`src/rtl/wb_merge.sv`:
```
// wb_merge: writeback merge stage in front of the register file write port.
// ALU results have strict priority over buffered load results; loads wait in
// a small FIFO. A pending-load scoreboard tells decode which registers still
// have a load in flight.
// Optional feature: define WB_FWD_EN to add write-then-read forwarding ports.
module wb_merge #(
    parameter int LD_FIFO_DEPTH = 4,
    parameter int XLEN          = 32
) (
    input  logic            clk,
    input  logic            rst_n,
    input  logic            alu_valid,
    input  logic [4:0]      alu_rd,
    input  logic [XLEN-1:0] alu_data,
    input  logic            ld_valid,
    output logic            ld_ready,
    input  logic [4:0]      ld_rd,
    input  logic [XLEN-1:0] ld_data,
    input  logic            sb_set,
    input  logic [4:0]      sb_rd,
`ifdef WB_FWD_EN
    input  logic [4:0]      rs1_addr,
    input  logic [4:0]      rs2_addr,
    input  logic [XLEN-1:0] rf_rs1,
    input  logic [XLEN-1:0] rf_rs2,
    output logic [XLEN-1:0] fwd_rs1,
    output logic [XLEN-1:0] fwd_rs2,
`endif
    output logic [31:0]     pending,
    output logic            we,
    output logic [4:0]      rd_addr,
    output logic [XLEN-1:0] rd_data
);

    localparam int AW = $clog2(LD_FIFO_DEPTH);

    logic [4:0]      fifoRd_q   [LD_FIFO_DEPTH];
    logic [XLEN-1:0] fifoData_q [LD_FIFO_DEPTH];
    logic [AW:0]     wrPtr_q, wrPtr_d;
    logic [AW:0]     rdPtr_q, rdPtr_d;
    logic            fifoFull, fifoEmpty;
    logic            push, pop;
    logic [4:0]      headRd;
    logic [XLEN-1:0] headData;

    logic            we_q, we_d;
    logic [4:0]      rdAddr_q, rdAddr_d;
    logic [XLEN-1:0] rdData_q, rdData_d;
    logic [31:0]     pending_q, pending_d;

    // The extra pointer MSB distinguishes full from empty when the indices match.
    assign fifoEmpty = (wrPtr_q == rdPtr_q);
    assign fifoFull  = (wrPtr_q[AW] != rdPtr_q[AW]) &&
                       (wrPtr_q[AW-1:0] == rdPtr_q[AW-1:0]);
    assign ld_ready  = !fifoFull;
    assign push      = ld_valid && !fifoFull;
    assign pop       = !alu_valid && !fifoEmpty;
    assign headRd    = fifoRd_q[rdPtr_q[AW-1:0]];
    assign headData  = fifoData_q[rdPtr_q[AW-1:0]];

    // Advance the FIFO pointers on accepted pushes and selected pops.
    always_comb begin
        wrPtr_d = wrPtr_q;
        rdPtr_d = rdPtr_q;
        if (push) wrPtr_d = wrPtr_q + {{AW{1'b0}}, 1'b1};
        if (pop)  rdPtr_d = rdPtr_q + {{AW{1'b0}}, 1'b1};
    end

    // FIFO storage needs no reset; the pointers alone define validity.
    always_ff @(posedge clk) begin
        if (push) begin
            fifoRd_q[wrPtr_q[AW-1:0]]   <= ld_rd;
            fifoData_q[wrPtr_q[AW-1:0]] <= ld_data;
        end
    end

    // FIFO pointer registers.
    always_ff @(posedge clk) begin
        if (!rst_n) begin
            wrPtr_q <= '0;
            rdPtr_q <= '0;
        end else begin
            wrPtr_q <= wrPtr_d;
            rdPtr_q <= rdPtr_d;
        end
    end

    // Select the write source: ALU first, then the FIFO head; x0 writes are suppressed.
    always_comb begin
        we_d     = 1'b0;
        rdAddr_d = rdAddr_q;
        rdData_d = rdData_q;
        if (alu_valid) begin
            we_d     = (alu_rd != 5'd0);
            rdAddr_d = alu_rd;
            rdData_d = alu_data;
        end else if (pop) begin
            we_d     = (headRd != 5'd0);
            rdAddr_d = headRd;
            rdData_d = headData;
        end
    end

    // Registered write port.
    always_ff @(posedge clk) begin
        if (!rst_n) begin
            we_q     <= 1'b0;
            rdAddr_q <= '0;
            rdData_q <= '0;
        end else begin
            we_q     <= we_d;
            rdAddr_q <= rdAddr_d;
            rdData_q <= rdData_d;
        end
    end

    // Scoreboard update: clear on load pop, then set on issue so a new load wins.
    always_comb begin
        pending_d = pending_q;
        if (pop)                      pending_d[headRd] = 1'b0;
        if (sb_set && sb_rd != 5'd0)  pending_d[sb_rd]  = 1'b1;
        pending_d[0] = 1'b0;
    end

    // Scoreboard register.
    always_ff @(posedge clk) begin
        if (!rst_n) pending_q <= '0;
        else        pending_q <= pending_d;
    end

    assign we      = we_q;
    assign rd_addr = rdAddr_q;
    assign rd_data = rdData_q;
    assign pending = pending_q;

`ifdef WB_FWD_EN
    assign fwd_rs1 = (we_q && rdAddr_q != 5'd0 && rdAddr_q == rs1_addr) ? rdData_q : rf_rs1;
    assign fwd_rs2 = (we_q && rdAddr_q != 5'd0 && rdAddr_q == rs2_addr) ? rdData_q : rf_rs2;
`endif

    // A load offered while the FIFO is full is dropped; flag it in simulation.
    ldOverflow: assert property (@(posedge clk) disable iff (!rst_n) !(ld_valid && fifoFull));

endmodule

```
`config.mk`:
```
export PLATFORM = sky130hd
export DESIGN_NAME = wb_merge
export DESIGN_NICKNAME = d
export VERILOG_FILES = /design/src/rtl/wb_merge.sv
export SDC_FILE = /design/constraint.sdc
export NUM_CORES = 1
export LEC_CHECK = 0
export CORE_MARGIN = 2
export CORE_UTILIZATION = 35
export DETAILED_ROUTE_END_ITERATION = 6
export MAX_ROUTING_LAYER = met4
export PLACE_DENSITY_LB_ADDON = 0.05
export SYNTH_ARGS = -nofsm -noshare
export SYNTH_HDL_FRONTEND = slang
export SYNTH_SLANG_ARGS = --single-unit
```
`constraint.sdc`:
```
create_clock -name clk -period 2.6 [get_ports clk]
set_clock_uncertainty 0.1 [all_clocks]
set_input_delay 0.52 -clock clk [delete_from_list [all_inputs] [get_ports clk]]
set_output_delay 0.52 -clock clk [all_outputs]
set_load 0.03 [all_outputs]
```
==> run summary <==
The run gives 0.210 ns as the worst setup timing slack at the placement stage. Entering global routing, the biggest net connects 39 pins. The master of the slowest instance on the critical path is dlygate4sd2_1. Static timing analysis puts the maximum clock frequency at 0.431 GHz. The number of search-and-repair iterations in the first detailed-routing pass was 5. The tools report the routed length on met2 as 11.4 mm.

Across the whole layout, storage elements account for 5990 sq um. Port buffering added 153 buffers. The top cell type by area accounts for 50.0% of the synthesized area.

The total global routing overflow is 0, and the final number of hold-violating endpoints is 0. For this run, asynchronously set or reset flops after synthesis account for 0%. In this run the mean area of a mapped cell was 13.9 sq um. Sorting the synthesized cells by area gives the leading types as edfxtp_1 (50%), dfxtp_1 (17%), mux4_2 (9.4%), nand2_1 (3.8%), o21ai_0 (3.1%).

Highest metal layer with signal wires: met4. Setup slack on the critical path of the routed design comes to 0.282 ns. The startpoint type of the worst setup path was a flop. The flow ran to the end, and the final reports show no timing, DRC or antenna violations.

The number of enable-type register cells in the synthesized netlist was 148. Traced cell by cell, the critical path runs through xnor2_2 > nand3_1 > dlygate4sd2_1. Remaining number of nets flagged by the antenna check after routing: 0. For the met1 routed wirelength after detailed routing, the log shows 9.82 mm. The first global-routing pass estimated 35.3 mm of wire. In the synthesized netlist, the number of instances is 641.

Setup total negative slack on the finished layout was measured at 0 ns. The tools report the number of rows in the core area as 58. The endpoint with the worst hold slack is rd_data[12]$_SDFFE_PN0P_. At the worst endpoint, the arrival time is 1.70 ns. The netlist uses 42 different library cells.

The per-cell routed wire length was 19.9 microns; the depth of the CTS H-tree was 1. Maximum fanout encountered on the critical timing path: 5. The slew at the pin with the worst max-slew slack is 0.809 ns. Across the run, the number of max-cap violations was 0. Counting the buffers created by CTS gives 24.

The synthesized design contains 225 register bits. For the worst-skew pair, the clock arrives at the later sink with an insertion delay of 0.50 ns. The area growth from synthesis to layout is 32.3%. In the routed layout, each cell is associated on average with a via count of 5.15.

The tools report the HPWL after detailed placement as 15.6 mm. The clock transition at the registers of the reported paths came out at 0.06 ns. At the end of routability-driven placement, the weighted congestion stood at 0.802.

The run gives 5932 as the number of vias after detailed routing. The starting density of the core was 35.5%. Summed over all nets, wire length on met3 after detailed routing comes to 1.32 mm.

The vertical die dimension was 163 microns; the antenna cell count was 0. For this run, the leading register cell type out of synthesis is edfxtp_1. The total of hold buffers inserted after clock tree synthesis is 0, and the power density of the placed cells is 833 nW/um^2.

The horizontal extent of the die was 163 microns. For the setup violation total in the final timing report, the log shows 0. The min-delay analysis places its worst path in the category input port to flop.

Cells with a size suffix above 1 make up 15.5% of the layout. Global routing used 17.7% of the available tracks. After the last flow step, the layout net total stands at 893.

The sum of internal, switching and leakage power is 9.80 mW, and the data required time at the worst endpoint is 1.98 ns. Across the VDD grid, the largest voltage drop is 0.429 mV. The total die area is 26700 sq um, and the reg2reg setup slack is 0.42 ns. The Yosys step of the flow raised 0 warnings. The hold slack is 0.355 ns. TritonCTS built the clock tree.

In this run, the number of DRC markers left after iteration 0 of detailed routing was 417. The cell depth of the worst flop-to-flop path came out at 3. The worst hold path passes through 3 cells. The logs give 46.0% for the worst max-slew margin expressed relative to the limit and 2265 for the count of fill cells added during filler insertion. The worst hold path begins at rst_n. The floorplan step defined a core boundary enclosing 25000 sq um.

The cell area that synthesis handed to floorplanning was 8890 sq um. The total length of routed wires came out at 22.9 mm. The max-slew violation total from the final report was 0; the initial antenna violation count was 0. The clock root buffer master was clkbuf_16. Summing the sequential cell areas from Yosys gives 67.4% of the chip area. In this run the count of I/O pins placed on the die edge is 155.

Clock tree synthesis found a total of 225 sinks. The kind of capture point of the worst setup path was an output port. Endpoint of the worst-slack reg-to-reg timing path: pending[29]$_SDFF_PN0_. The logs give 6284 for the number of global-route vias before repair and 0 for the final routed DRC violation total. The combined buffer and inverter count along the critical path works out to 1. Broken down by cell family, the worst path's largest delay share belongs to buffers and inverters. Summing all multi-input logic gate instances after layout gives 2680 sq um. The number of buffers between clock root and the deepest sink is 3, and the static power due to leakage is 3.90 nW.

The period utilization came out at 89.2%. Setup repair after global routing left no endpoint under its margin. The critical path is of the flop to output port type.

Subtracting the final worst setup slack from the clock period gives 2.32 ns. Synthesis produced a netlist with a net count of 730. The largest total area in the synthesized netlist belongs to edfxtp_1. In this design, the stage delay of the slowest critical-path cell is 0.39 ns.
## cells in the final DEF (no fill, tap or decap), types with 4 or more instances in the layout
cell type	n
clkdlybuf4s50_1	151
edfxtp_1	148
nand2_1	90
dfxtp_1	75
o21ai_0	55
a31oi_1	42
mux4_2	37
nor2_1	30
a21oi_1	28
buf_4	27
clkbuf_16	25
a311oi_1	14
a41oi_1	12
clkinv_2	6
ha_1	5
inv_1	4
and2_2	4
nor2b_1	4
nand2b_1	4
nand4b_1	4
a21boi_0	4
bufinv_16	4
buf_12	4
## worst min-delay path, cell delays in order
cell     delay, ns
buf_2         0.22
o21ai_0       0.12
a31oi_1       0.04
## cells by family (layout without fill, tap and decap cells)
logic type | after synthesis | after routing | share of synthesized area, %
and+or+nand+nor | 154 | 154 | 7.86
buffers and inverters | 52 | 233 | 2.79
DFF | 225 | 225 | 67.4
adders and majority gates | 5 | 5 | 0.704
other | 1 | 1 | 0.0422
AOI/OAI and AO/OA | 159 | 159 | 11.1
xor gates and xnor gates | 6 | 6 | 0.591
muxes | 39 | 39 | 9.60
## cell usage after synthesis, types with 2 or more instances
cell type / instances
a41oi_1: 12
mux2i_1: 2
buf_2: 11
a31oi_1: 42
a21boi_0: 4
xnor2_1: 5
buf_4: 2
nor3_1: 3
a311oi_1: 14
buf_1: 4
ha_1: 5
mux4_2: 37
clkbuf_1: 25
nand4b_1: 4
o21ai_0: 55
edfxtp_1: 148
buf_6: 4
and2_1: 6
nor2b_1: 4
nand2_1: 90
inv_1: 5
nor2_1: 30
and3_1: 2
a21oi_1: 28
and3b_1: 2
dfxtp_1: 77
nand3_1: 2
nand2b_1: 4
## worst max path at each step
stage	from	endpoint	slack [ns]	cells past startpoint
global placement	ld_valid	fifoData_q[1][5]$_DFFE_PP_	0.27	5
global route	wrPtr_q[0]$_SDFFE_PN0P_	ld_ready	0.17	3
finish	rdPtr_q[0]$_SDFFE_PN0N_	ld_ready	0.28	3
CTS	wrPtr_q[0]$_SDFFE_PN0P_	ld_ready	0.22	3
detailed placement	sb_set	pending[9]$_SDFF_PN0_	0.21	5
floorplan	wrPtr_q[0]$_SDFFE_PN0P_	fifoData_q[3][0]$_DFFE_PP_	0.15	3
## cell type report
type                    count  share of cell area [%]
clock buffers              31                    5.77
repair buffers            184                    15.4
inverters                   5                   0.160
multi-input cells         364                    22.8
well taps                 330                    3.51
clock inverters            13                    1.48
flip-flops and latches    225                    50.9
## sequential cells by signal (all words and copies together), names as in the netlist, named ones only
name,cells
pending,31
rd_addr,5
fifoRd_q,20
rd_data,32
wrPtr_q,3
we,1
rdPtr_q,3
fifoData_q,128
## per-stage QoR
step,util (%),instance area [sq um],std cells
after detailed placement,43.5,10900,1108
after CTS,47.0,11800,1152
after floorplan,-,8890,641
final,47.0,11800,1152
after global routing,47.0,11800,1152
after global placement,43.5,10900,1108
## power breakdown
| group | total (mW) | switching, mW | internal [mW] |
|---|---|---|---|
| sequential | 4.17 | 0.122 | 4.05 |
| clock | 3.60 | 1.36 | 2.24 |
| combinational | 2.03 | 1.18 | 0.848 |
| total | 9.80 | 2.66 | 7.14 |
## per-layer routing
layer  track usage (%)  up-vias
met1              22.2     2925
met5                 -        -
met2              30.3      200
met4              3.86        0
li1                  -     2781
met3              2.79       26
## what timing repair did
item / 4_1_cts / 5_1_grt
setup buffers: 0 / 0
endpoints found under the setup margin: 1 / 0
resized for setup: 3 / 0
Power figures use the tool's default switching activity.
